**src/rtl/csr_trap_seq_if.sv**
```systemverilog
// CSR trap sequencer bundle: ID read port, WB write port, CSR file ports,
// trap/mret request and flush handshake. slave = sequencer, master = pipeline side.
interface csr_trap_seq_if #(
  parameter int DATA_W = 32,
  parameter int ADDR_W = 12
);
  logic [ADDR_W-1:0] id_csr_addr;
  logic              id_csr_read;
  logic [DATA_W-1:0] id_csr_data;

  logic [ADDR_W-1:0] csr_addr;
  logic              csr_read;
  logic [DATA_W-1:0] csr_data;

  logic              wb_csr_wen;
  logic [ADDR_W-1:0] wb_csr_addr;
  logic [DATA_W-1:0] wb_csr_data;
  logic              wb_ready;

  logic              csr_wen;
  logic [ADDR_W-1:0] csr_wr_addr;
  logic [DATA_W-1:0] csr_wr_data;

  logic              trap_req;
  logic [DATA_W-1:0] trap_pc;
  logic [DATA_W-1:0] trap_cause;
  logic [DATA_W-1:0] trap_val;
  logic              mret_req;
  logic              req_ack;
  logic              busy;
  logic              flush;
  logic [DATA_W-1:0] flush_pc;

  modport master (
    output id_csr_addr, id_csr_read,
    output csr_data,
    output wb_csr_wen, wb_csr_addr, wb_csr_data,
    output trap_req, trap_pc, trap_cause, trap_val,
    output mret_req,
    input  id_csr_data,
    input  csr_addr, csr_read,
    input  wb_ready,
    input  csr_wen, csr_wr_addr, csr_wr_data,
    input  req_ack, busy, flush, flush_pc
  );

  modport slave (
    input  id_csr_addr, id_csr_read,
    input  csr_data,
    input  wb_csr_wen, wb_csr_addr, wb_csr_data,
    input  trap_req, trap_pc, trap_cause, trap_val,
    input  mret_req,
    output id_csr_data,
    output csr_addr, csr_read,
    output wb_ready,
    output csr_wen, csr_wr_addr, csr_wr_data,
    output req_ack, busy, flush, flush_pc
  );
endinterface

```
**src/rtl/csr_trap_seq.sv**
```systemverilog
// CSR port owner: passes ID/WB traffic through, runs trap/mret save-restore.
// Define CSR_TRAP_MTVAL_EN to add the mtval write state to the trap sequence.
module csr_trap_seq #(
  parameter int DATA_W = 32,
  parameter int ADDR_W = 12
) (
  input logic           clk,
  input logic           rstn,
  csr_trap_seq_if.slave bus
);

  localparam logic [ADDR_W-1:0] A_MSTATUS = ADDR_W'(12'h300);
  localparam logic [ADDR_W-1:0] A_MTVEC   = ADDR_W'(12'h305);
  localparam logic [ADDR_W-1:0] A_MEPC    = ADDR_W'(12'h341);
  localparam logic [ADDR_W-1:0] A_MCAUSE  = ADDR_W'(12'h342);
`ifdef CSR_TRAP_MTVAL_EN
  localparam logic [ADDR_W-1:0] A_MTVAL   = ADDR_W'(12'h343);
`endif

  typedef enum logic [3:0] {
    IDLE,
    T_MEPC,
    T_MCAUSE,
    T_MSTATUS,
`ifdef CSR_TRAP_MTVAL_EN
    T_MTVAL,
`endif
    T_FLUSH,
    R_MEPC,
    R_RDST,
    R_WRST,
    R_FLUSH
  } state_t;

  state_t state;
  state_t nxt;

  // live is low for the first cycle after reset so every output reads 0
  logic              live;
  logic [DATA_W-1:0] pc;
  logic [DATA_W-1:0] cause;
`ifdef CSR_TRAP_MTVAL_EN
  logic [DATA_W-1:0] val;
`endif
  logic [DATA_W-1:0] tgt;
  logic [DATA_W-1:0] ms;

  logic              take_trap;
  logic              lat_tgt;
  logic              lat_ms;
  logic [DATA_W-1:0] ms_trap;
  logic [DATA_W-1:0] ms_mret;
  logic [DATA_W-1:0] base;
  logic [DATA_W-1:0] vec_off;
  logic [DATA_W-1:0] trap_tgt;

  assign take_trap = (state == IDLE) && live && bus.trap_req;
  assign lat_tgt   = (state == T_MEPC) || (state == R_MEPC);
  assign lat_ms    = (state == T_MCAUSE) || (state == R_RDST);

  always_ff @(posedge clk) begin
    if (!rstn) begin
      state <= IDLE;
      live  <= 1'b0;
    end else begin
      state <= nxt;
      live  <= 1'b1;
    end
  end

  always_ff @(posedge clk) begin
    if (!rstn) begin
      pc    <= '0;
      cause <= '0;
`ifdef CSR_TRAP_MTVAL_EN
      val   <= '0;
`endif
      tgt   <= '0;
      ms    <= '0;
    end else begin
      if (take_trap) begin
        pc    <= bus.trap_pc;
        cause <= bus.trap_cause;
`ifdef CSR_TRAP_MTVAL_EN
        val   <= bus.trap_val;
`endif
      end
      if (lat_tgt) tgt <= bus.csr_data;
      if (lat_ms)  ms  <= bus.csr_data;
    end
  end

  always_comb begin
    nxt = state;
    unique case (state)
      IDLE: begin
        if (live && bus.trap_req)      nxt = T_MEPC;
        else if (live && bus.mret_req) nxt = R_MEPC;
      end
      T_MEPC:    nxt = T_MCAUSE;
      T_MCAUSE:  nxt = T_MSTATUS;
`ifdef CSR_TRAP_MTVAL_EN
      T_MSTATUS: nxt = T_MTVAL;
      T_MTVAL:   nxt = T_FLUSH;
`else
      T_MSTATUS: nxt = T_FLUSH;
`endif
      T_FLUSH:   nxt = IDLE;
      R_MEPC:    nxt = R_RDST;
      R_RDST:    nxt = R_WRST;
      R_WRST:    nxt = R_FLUSH;
      R_FLUSH:   nxt = IDLE;
      default:   nxt = IDLE;
    endcase
  end

  always_comb begin
    ms_trap      = ms;
    ms_trap[7]   = ms[3];
    ms_trap[3]   = 1'b0;
    ms_trap[12:11] = 2'b11;
    ms_mret      = ms;
    ms_mret[3]   = ms[7];
    ms_mret[7]   = 1'b1;
    ms_mret[12:11] = 2'b00;
  end

  // vectored mode only applies to interrupts; other modes fall back to direct
  always_comb begin
    base     = {tgt[DATA_W-1:2], 2'b00};
    vec_off  = {1'b0, cause[DATA_W-2:0]} << 2;
    trap_tgt = base;
    if (tgt[1:0] == 2'b01 && cause[DATA_W-1])
      trap_tgt = base + vec_off;
  end

  always_comb begin
    bus.id_csr_data = '0;
    bus.csr_addr    = '0;
    bus.csr_read    = 1'b0;
    bus.wb_ready    = 1'b0;
    bus.csr_wen     = 1'b0;
    bus.csr_wr_addr = '0;
    bus.csr_wr_data = '0;
    bus.req_ack     = 1'b0;
    bus.busy        = 1'b0;
    bus.flush       = 1'b0;
    bus.flush_pc    = '0;
    unique case (state)
      IDLE: begin
        if (live) begin
          bus.csr_addr    = bus.id_csr_addr;
          bus.csr_read    = bus.id_csr_read;
          bus.id_csr_data = bus.csr_data;
          bus.csr_wen     = bus.wb_csr_wen;
          bus.csr_wr_addr = bus.wb_csr_addr;
          bus.csr_wr_data = bus.wb_csr_data;
          bus.wb_ready    = 1'b1;
          bus.req_ack     = bus.trap_req | bus.mret_req;
        end
      end
      T_MEPC: begin
        bus.busy        = 1'b1;
        bus.csr_wen     = 1'b1;
        bus.csr_wr_addr = A_MEPC;
        bus.csr_wr_data = pc;
        bus.csr_read    = 1'b1;
        bus.csr_addr    = A_MTVEC;
      end
      T_MCAUSE: begin
        bus.busy        = 1'b1;
        bus.csr_wen     = 1'b1;
        bus.csr_wr_addr = A_MCAUSE;
        bus.csr_wr_data = cause;
        bus.csr_read    = 1'b1;
        bus.csr_addr    = A_MSTATUS;
      end
      T_MSTATUS: begin
        bus.busy        = 1'b1;
        bus.csr_wen     = 1'b1;
        bus.csr_wr_addr = A_MSTATUS;
        bus.csr_wr_data = ms_trap;
      end
`ifdef CSR_TRAP_MTVAL_EN
      T_MTVAL: begin
        bus.busy        = 1'b1;
        bus.csr_wen     = 1'b1;
        bus.csr_wr_addr = A_MTVAL;
        bus.csr_wr_data = val;
      end
`endif
      T_FLUSH: begin
        bus.busy     = 1'b1;
        bus.flush    = 1'b1;
        bus.flush_pc = trap_tgt;
      end
      R_MEPC: begin
        bus.busy     = 1'b1;
        bus.csr_read = 1'b1;
        bus.csr_addr = A_MEPC;
      end
      R_RDST: begin
        bus.busy     = 1'b1;
        bus.csr_read = 1'b1;
        bus.csr_addr = A_MSTATUS;
      end
      R_WRST: begin
        bus.busy        = 1'b1;
        bus.csr_wen     = 1'b1;
        bus.csr_wr_addr = A_MSTATUS;
        bus.csr_wr_data = ms_mret;
      end
      R_FLUSH: begin
        bus.busy     = 1'b1;
        bus.flush    = 1'b1;
        bus.flush_pc = {tgt[DATA_W-1:2], 2'b00};
      end
      default: ;
    endcase
  end

endmodule

```
**src/flat_wrapper.sv**
```systemverilog
// flat-port wrapper written by rule: the top's interface ports become plain ports
module csr_trap_seq_flat 
#(
  parameter int DATA_W = 32,
  parameter int ADDR_W = 12
)
  (clk, rstn, bus_id_csr_addr, bus_id_csr_read, bus_csr_data, bus_wb_csr_wen, bus_wb_csr_addr, bus_wb_csr_data, bus_trap_req, bus_trap_pc, bus_trap_cause, bus_trap_val, bus_mret_req, bus_id_csr_data, bus_csr_addr, bus_csr_read, bus_wb_ready, bus_csr_wen, bus_csr_wr_addr, bus_csr_wr_data, bus_req_ack, bus_busy, bus_flush, bus_flush_pc);
  csr_trap_seq_if #(.DATA_W(DATA_W), .ADDR_W(ADDR_W)) bus_i ();
  input logic clk;
  input logic rstn;
  input wire logic [$bits(bus_i.id_csr_addr)-1:0] bus_id_csr_addr;
  input wire logic [$bits(bus_i.id_csr_read)-1:0] bus_id_csr_read;
  input wire logic [$bits(bus_i.csr_data)-1:0] bus_csr_data;
  input wire logic [$bits(bus_i.wb_csr_wen)-1:0] bus_wb_csr_wen;
  input wire logic [$bits(bus_i.wb_csr_addr)-1:0] bus_wb_csr_addr;
  input wire logic [$bits(bus_i.wb_csr_data)-1:0] bus_wb_csr_data;
  input wire logic [$bits(bus_i.trap_req)-1:0] bus_trap_req;
  input wire logic [$bits(bus_i.trap_pc)-1:0] bus_trap_pc;
  input wire logic [$bits(bus_i.trap_cause)-1:0] bus_trap_cause;
  input wire logic [$bits(bus_i.trap_val)-1:0] bus_trap_val;
  input wire logic [$bits(bus_i.mret_req)-1:0] bus_mret_req;
  output wire logic [$bits(bus_i.id_csr_data)-1:0] bus_id_csr_data;
  output wire logic [$bits(bus_i.csr_addr)-1:0] bus_csr_addr;
  output wire logic [$bits(bus_i.csr_read)-1:0] bus_csr_read;
  output wire logic [$bits(bus_i.wb_ready)-1:0] bus_wb_ready;
  output wire logic [$bits(bus_i.csr_wen)-1:0] bus_csr_wen;
  output wire logic [$bits(bus_i.csr_wr_addr)-1:0] bus_csr_wr_addr;
  output wire logic [$bits(bus_i.csr_wr_data)-1:0] bus_csr_wr_data;
  output wire logic [$bits(bus_i.req_ack)-1:0] bus_req_ack;
  output wire logic [$bits(bus_i.busy)-1:0] bus_busy;
  output wire logic [$bits(bus_i.flush)-1:0] bus_flush;
  output wire logic [$bits(bus_i.flush_pc)-1:0] bus_flush_pc;
  assign bus_i.id_csr_addr = bus_id_csr_addr;
  assign bus_i.id_csr_read = bus_id_csr_read;
  assign bus_i.csr_data = bus_csr_data;
  assign bus_i.wb_csr_wen = bus_wb_csr_wen;
  assign bus_i.wb_csr_addr = bus_wb_csr_addr;
  assign bus_i.wb_csr_data = bus_wb_csr_data;
  assign bus_i.trap_req = bus_trap_req;
  assign bus_i.trap_pc = bus_trap_pc;
  assign bus_i.trap_cause = bus_trap_cause;
  assign bus_i.trap_val = bus_trap_val;
  assign bus_i.mret_req = bus_mret_req;
  assign bus_id_csr_data = bus_i.id_csr_data;
  assign bus_csr_addr = bus_i.csr_addr;
  assign bus_csr_read = bus_i.csr_read;
  assign bus_wb_ready = bus_i.wb_ready;
  assign bus_csr_wen = bus_i.csr_wen;
  assign bus_csr_wr_addr = bus_i.csr_wr_addr;
  assign bus_csr_wr_data = bus_i.csr_wr_data;
  assign bus_req_ack = bus_i.req_ack;
  assign bus_busy = bus_i.busy;
  assign bus_flush = bus_i.flush;
  assign bus_flush_pc = bus_i.flush_pc;
  csr_trap_seq #(.DATA_W(DATA_W), .ADDR_W(ADDR_W)) u_core (.clk(clk), .rstn(rstn), .bus(bus_i));
endmodule
```
**config.mk**
```make
export PLATFORM = sky130hd
export DESIGN_NAME = csr_trap_seq_flat
export DESIGN_NICKNAME = d
export VERILOG_FILES = /design/src/rtl/csr_trap_seq_if.sv /design/src/rtl/csr_trap_seq.sv /design/src/flat_wrapper.sv
export SDC_FILE = /design/constraint.sdc
export NUM_CORES = 1
export LEC_CHECK = 0
export ABC_AREA = 1
export BUFFER_PORTS_ARGS = -buffer_cell sky130_fd_sc_hd__buf_2
export CORE_ASPECT_RATIO = 0.9
export CORE_UTILIZATION = 56
export CTS_BUF_LIST = sky130_fd_sc_hd__clkbuf_8
export CTS_CLUSTER_DIAMETER = 60
export DETAILED_ROUTE_END_ITERATION = 6
export PLACE_DENSITY = 0.89
export SETUP_SLACK_MARGIN = 0.2
export SKIP_LAST_GASP = 1
export SLEW_MARGIN = 40
export SYNTH_ARGS = -nofsm -noshare
export SYNTH_HDL_FRONTEND = slang
export SYNTH_SLANG_ARGS = --single-unit
```
**constraint.sdc**
```tcl
create_clock -name clk -period 4.6 [get_ports clk]
set_input_delay 0.69 -clock clk [delete_from_list [all_inputs] [get_ports clk]]
set_output_delay 0.69 -clock clk [all_outputs]
set_load 0.005 [all_outputs]
```
==> impl_metrics.tcl, run 1 <==
set metrics [dict create \
    grt_pass1_vias 9188 \
    setup_tns_ns 0 \
    cap_viol_max_count 0 \
    p_leak_nw 5.34 \
    final_area_um2 10500 \
    fin_crit_ns 3.51 \
    hold_viol 0 \
    cts_resized 0 \
    grt_pass1_wl_mm 47.3 \
    routed-via-count 10500 \
    outcome "finished clean" \
    p_per_area_nw_per_um2 496 \
    setup_viol 0 \
    synth_fa_ha_area_share_pct 4.42 \
    synthSimpleGateAreaFrac_pct 32.8 \
    row_count 42 \
    rsz0062_at_grt "false" \
    synth-compound-area-share_pct 19.1 \
    io-pin-count 316 \
    place_hpwl_mm 23.1 \
    grt_max_degree 69 \
    detail_route.wl_per_cell_um 16.3 \
    synth_area_um2 8650 \
    cp-start-kind "flip-flop" \
    drc 0 \
    antenna_found_initial 2 \
    final_util_pct 70.1 \
    drive_gt1_share_pct 20.9 \
    timing.fmax_ghz 0.285 \
    cts.sinks 131 \
    die_area_um2 16000 \
    synthCells 1439 \
    floorplan.initialDensity_pct 58.0 \
    track_usage_pct 38.2 \
    crit_required_ns 3.91 \
    port_buffers 281 \
    coreArea_um2 14900 \
    synth-xor-area-share_pct 0.911 \
    cts_tree "done" \
    clock-root-buffer "clkbuf_8" \
    slew_violations 0 \
    finalPower_mw 5.19 \
    drtAntennaViolNets 0 \
    path_max_fanout 6 \
    viasPerCell 5.58 \
    cts_setup_buffers 0 \
    clock_path_buffers 2 \
    yosysWarnings 0 \
    post_synth.cell_area_avg_um2 6.01 \
    hold_buffers 0 \
    worst_slew_pin_slew_ns 0.813 \
    arrival_ns 2.82 \
    setup_slack_ns 1.09 \
    finalCritPeriodShare_pct 76.3 \
    seq_area_frac_synth_pct 30.3 \
    firstDrtPassIters 7 \
    muxShareOfSynthArea_pct 0 \
    synth.distinct_cells 37 \
    synth_top_family_by_area "simple AND/OR/NAND/NOR gates" \
    vdd_ir_drop_max_uv 309 \
    place.gp.congestion 0.954 \
    relSlewSlack_pct 45.8 \
    nets 1894 \
    worstHoldPathType "reg -> reg" \
    drt_iter0_drc 1237 \
    numCtsBuffers 17 \
    clkLatencyLatePin_ns 0.45 \
    critical_path_class "reg -> out" \
    path_clk_slew_ns 0.08 \
    drt-total-wl_mm 30.8 \
    dp_worst_setup_slack_ns 1.62 \
    cp-end-kind "output port" \
    placed_cell_area_um2 10000 \
    fin_skew_ns 0.0116 \
    die_x_um 133 \
    h-tree-depth 4 \
    synth_seq_cells 131 \
    syn_to_final_growth_pct 20.9 \
    die_h_um 120 \
    grt-ovfl-total 0 \
]
## critical path: stages, from the launching register on
cell and delay [ns]:
dfxtp_1 0.38, ha_1 0.28, fa_1 0.45, nand3_1 0.10
nand3_1 0.18, nand3_1 0.12, nand3_1 0.17, nand2_1 0.13
nand2_1 0.06, nand2_1 0.05, nand3_1 0.06, o21ai_0 0.10
nand2_1 0.14, buf_2 0.15
## final cells by class
cell class / count / area [um^2]
tap: 198 / 248
clock buffer: 18 / 248
timing repair buffer: 291 / 1480
clock inverter: 14 / 176
multi-input combinational: 1045 / 4970
sequential: 131 / 2630
antenna: 1 / 2.50
inverter: 188 / 707
fill: 1311 / 4460
## flip-flops by register name (all words and copies together) (netlist names)
| signal | cells |
|---|---|
| u_core.tgt | 32 |
| u_core.live | 1 |
| u_core.pc | 32 |
| u_core.state | 4 |
| u_core.ms | 30 |
| u_core.cause | 32 |
## metal layers
layer	share of wire, %	global-route usage (%)	up-vias
met1	41	51.3	4710
met4	3.5	14.7	0
met3	13	11.1	80
met2	43	57.6	638
met5	0	0	-
li1	-	-	5102
## report_power, final
group          leakage, nW  switching [mW]  internal (mW)  total (mW)
Combinational         4.07            1.63          0.821        2.45
Sequential            1.07           0.264           1.44        1.70
Clock                0.199           0.479          0.556        1.03
## cells in the mapped netlist (all sizes together)
library cell  number  area (um^2)
a21o               2         15.0
a21oi            141          706
a221oi             2         17.5
a41oi              1         8.76
and2               3         18.8
buf               40          230
clkbuf            36          135
clkinv             1         3.75
conb               1         3.75
dfxtp            131         2620
fa                 1         20.0
ha                29          363
inv              187          702
nand2            440         1650
nand3            108          546
nand4              5         31.3
nor2             140          558
nor3               3         20.0
nor4               1         6.26
o2111ai           22          193
o211ai             4         30.0
o21ai            114          571
o21bai             3         22.5
o22ai             12         75.1
o32ai              2         17.5
or2                1         6.26
xnor2              8         70.1
xor2               1         8.76
## stage by stage
stage | std cells | hold WS (ns)
floorplan | 1440 | 0.430
global placement | 1853 | 0.440
detailed placement | 1853 | 0.447
CTS | 1885 | 0.457
global route | 1886 | 0.476
finish | 1886 | 0.460
## final timing paths
kind                                  startpoint               end  slack (ns)  depth (start not counted)
worst min-delay path            u_core.cause[30]  u_core.cause[30]        0.46                          2
worst min register to register  u_core.cause[30]  u_core.cause[30]        0.46                          2
worst max register to register       u_core.live   u_core.cause[5]        1.89                          7
worst max-delay path             u_core.cause[0]  bus_flush_pc[22]        1.09                         13
## kinds of logic after synthesis
kind of cell / Yosys count
AOI/OAI and AO/OA: 303
xor gates and xnor gates: 9
adders and majority gates: 30
buffers and inverters: 264
DFF: 131
other: 1
and+or+nand+nor: 701
## cell usage in the layout, fill, tap and decap left out, types with 3 or more instances in the layout
cell type	instances
nand2_1	438
buf_2	281
inv_1	171
a21oi_1	141
nor2_1	133
dfxtp_1	130
nand3_1	107
o21ai_0	78
o21ai_1	36
ha_1	29
o2111ai_1	22
clkbuf_8	18
inv_2	15
o22ai_1	12
buf_4	10
xnor2_1	8
nand4_1	5
clkinvlp_4	5
nor2_2	4
o211ai_1	4
inv_6	4
nor2_4	3
and2_1	3
o21bai_1	3
bufinv_16	3
No activity file was read; power rests on OpenSTA's default activity.
==> run 2: changes to the inputs <==
--- a/config.mk
+++ b/config.mk
@@ -8,11 +8,11 @@
 export ABC_AREA = 1
 export BUFFER_PORTS_ARGS = -buffer_cell sky130_fd_sc_hd__buf_2
 export CORE_ASPECT_RATIO = 0.9
-export CORE_UTILIZATION = 56
+export CORE_UTILIZATION = 52
 export CTS_BUF_LIST = sky130_fd_sc_hd__clkbuf_8
 export CTS_CLUSTER_DIAMETER = 60
 export DETAILED_ROUTE_END_ITERATION = 6
-export PLACE_DENSITY = 0.89
+export PLACE_DENSITY = 0.83
 export SETUP_SLACK_MARGIN = 0.2
 export SKIP_LAST_GASP = 1
 export SLEW_MARGIN = 40
==> constraint.sdc (replaced) <==
create_clock -name clk -period 3.6 [get_ports clk]
set_input_delay 0.54 -clock clk [delete_from_list [all_inputs] [get_ports clk]]
set_output_delay 0.54 -clock clk [all_outputs]
set_load 0.005 [all_outputs]
==> run 2 against run 1 <==
Against the previous run:
- critical path depth is the same
- power grew 28%
- clock power grew 29%
- largest cell class unchanged
- global-route usage shrank 1.9 points
- non-clock buffer count grew 1
- cell area grew 0.38%
- sequential share of layout area shrank 0.12 points
- largest power group unchanged
- first-iteration DRC count shrank 19%
- via count shrank 0.14%
==> impl_metrics.tcl, run 2 (synthesized netlist as in run 1, its figures left out) <==
set metrics [dict create \
    outcome "finished clean" \
    vdd_ir_drop_max_uv 357 \
    nets 1895 \
    die_h_um 124 \
    place_hpwl_mm 23.6 \
    timing.fmax_ghz 0.313 \
    holdPathStages 3 \
    dp_worst_setup_slack_ns 0.796 \
    setup_viol 0 \
    drive_gt1_share_pct 21.1 \
    viasPerCell 5.55 \
    floorplan.initialDensity_pct 53.5 \
    detail_route.wl_per_cell_um 16.4 \
    setup_tns_ns 0 \
    relSlewSlack_pct 45.8 \
    crit_required_ns 3.06 \
    clkLatencyLatePin_ns 0.45 \
    slew_violations 0 \
    critical_path_class "reg -> out" \
    drt_iter0_drc 1004 \
    worst_slew_pin_slew_ns 0.812 \
    p_leak_nw 5.39 \
    final_common_cell "nand2_1" \
    coreArea_um2 16200 \
    setup_slack_ns 0.400 \
    h-tree-depth 4 \
    grt_max_degree 84 \
    numCtsBuffers 17 \
    cap_viol_max_count 0 \
    cts.sinks 131 \
    cp-start-kind "flip-flop" \
    hold_end "u_core.tgt[11]" \
    finalCritPeriodShare_pct 88.9 \
    clock-root-buffer "clkbuf_8" \
    p_per_area_nw_per_um2 633 \
    drtAntennaViolNets 0 \
    crit_path_start "u_core.cause[0]" \
    row_count 44 \
    routed-via-count 10500 \
    worstHoldPathType "in -> reg" \
    drc 0 \
    firstDrtPassIters 6 \
    antenna_found_initial 0 \
    clock_path_buffers 2 \
    port_buffers 281 \
    rsz0062_at_grt "false" \
    hold_viol 0 \
    arrival_ns 2.66 \
    drt-total-wl_mm 31.1 \
    timing.rr.start "u_core.state[0]" \
    fin_skew_ns 0.0120 \
    antenna_cells 0 \
    cts_tree "done" \
    fin_crit_ns 3.20 \
    place.gp.congestion 0.961 \
    path_max_fanout 6 \
    syn_to_final_growth_pct 21.3 \
    grt_pass1_wl_mm 47.9 \
    io-pin-count 316 \
    largestRegisters "u_core.cause (32), u_core.pc (32), u_core.tgt (32)" \
    grt-ovfl-total 0 \
    grt_pass1_vias 9171 \
    track_usage_pct 36.3 \
    reg2reg_to "u_core.cause[11]" \
    path_clk_slew_ns 0.08 \
    hp-start "bus_csr_data[11]" \
    worstRegToRegCells 8 \
    die_x_um 138 \
    die_area_um2 17200 \
    cp-end-kind "output port" \
    r2r_slack_ns 1.14 \
    final_cell_mix "438 x nand2_1, 281 x buf_2, 172 x inv_1" \
    finalPower_mw 6.65 \
]
## run 2: cell type report
cell class | instances | area, um^2
well taps | 207 | 259
inverters | 188 | 709
flip-flops and latches | 131 | 2620
repair buffers | 292 | 1500
multi-input cells | 1045 | 4980
clock buffers | 21 | 289
fillers | 1575 | 5680
clock inverters | 11 | 134
## run 2: worst max path at each step
stage / slack [ns] / cells after the start / endpoint
CTS: 0.28 / 13 / bus_flush_pc[30]
global placement: 0.72 / 7 / bus_flush_pc[9]
detailed placement: 0.80 / 13 / bus_flush_pc[30]
floorplan: 1.31 / 12 / bus_flush_pc[22]
finish: 0.40 / 13 / bus_flush_pc[30]
global route: 0.25 / 13 / bus_flush_pc[26]
## run 2: timing repair
item                                    CTS  global route
hold endpoints to repair                  0             0
hold buffers                              0             0
gates resized for setup                   0             4
endpoints found under the setup margin    0            52
buffers inserted                          0             0
## run 2: stage by stage
step | util, % | hold WS (ns) | cells | instance area (um^2)
final | 64.9 | 0.344 | 1895 | 10500
after global routing | 64.9 | 0.338 | 1895 | 10500
after CTS | 64.8 | 0.339 | 1895 | 10500
after detailed placement | 62.2 | 0.446 | 1863 | 10100
after global placement | 62.2 | 0.441 | 1863 | 10100
after floorplan | - | 0.430 | 1440 | 8660
## run 2: power breakdown
| group | internal, mW | leakage [nW] | switching, mW | total, mW |
|---|---|---|---|---|
| clock network | 0.750 | 0.224 | 0.579 | 1.33 |
| registers | 1.84 | 1.07 | 0.320 | 2.16 |
| logic | 1.06 | 4.09 | 2.10 | 3.16 |
| total | 3.65 | 5.39 | 3.00 | 6.65 |
## run 2: metal layers
metal | routed length, um | share of wire (%) | global-route usage (%) | vias to the layer above
met5 | 0 | 0 | 0 | -
met3 | 3160 | 10 | 6.76 | 54
met4 | 813 | 2.6 | 11.3 | 0
li1 | - | - | - | 5103
met1 | 13300 | 43 | 51.5 | 4812
met2 | 13800 | 44 | 55.1 | 546
## run 2: critical path, cell delays in order (launching register included)
cell and delay, ns:
dfxtp_1 0.36, ha_1 0.27, fa_2 0.40, nand3_1 0.10
nand3_2 0.13, nand3_1 0.11, nand3_1 0.19, nand2_1 0.15
nand2_1 0.06, nand2_1 0.06, nand3_1 0.09, nand2_1 0.10
nand2_1 0.06, buf_2 0.12
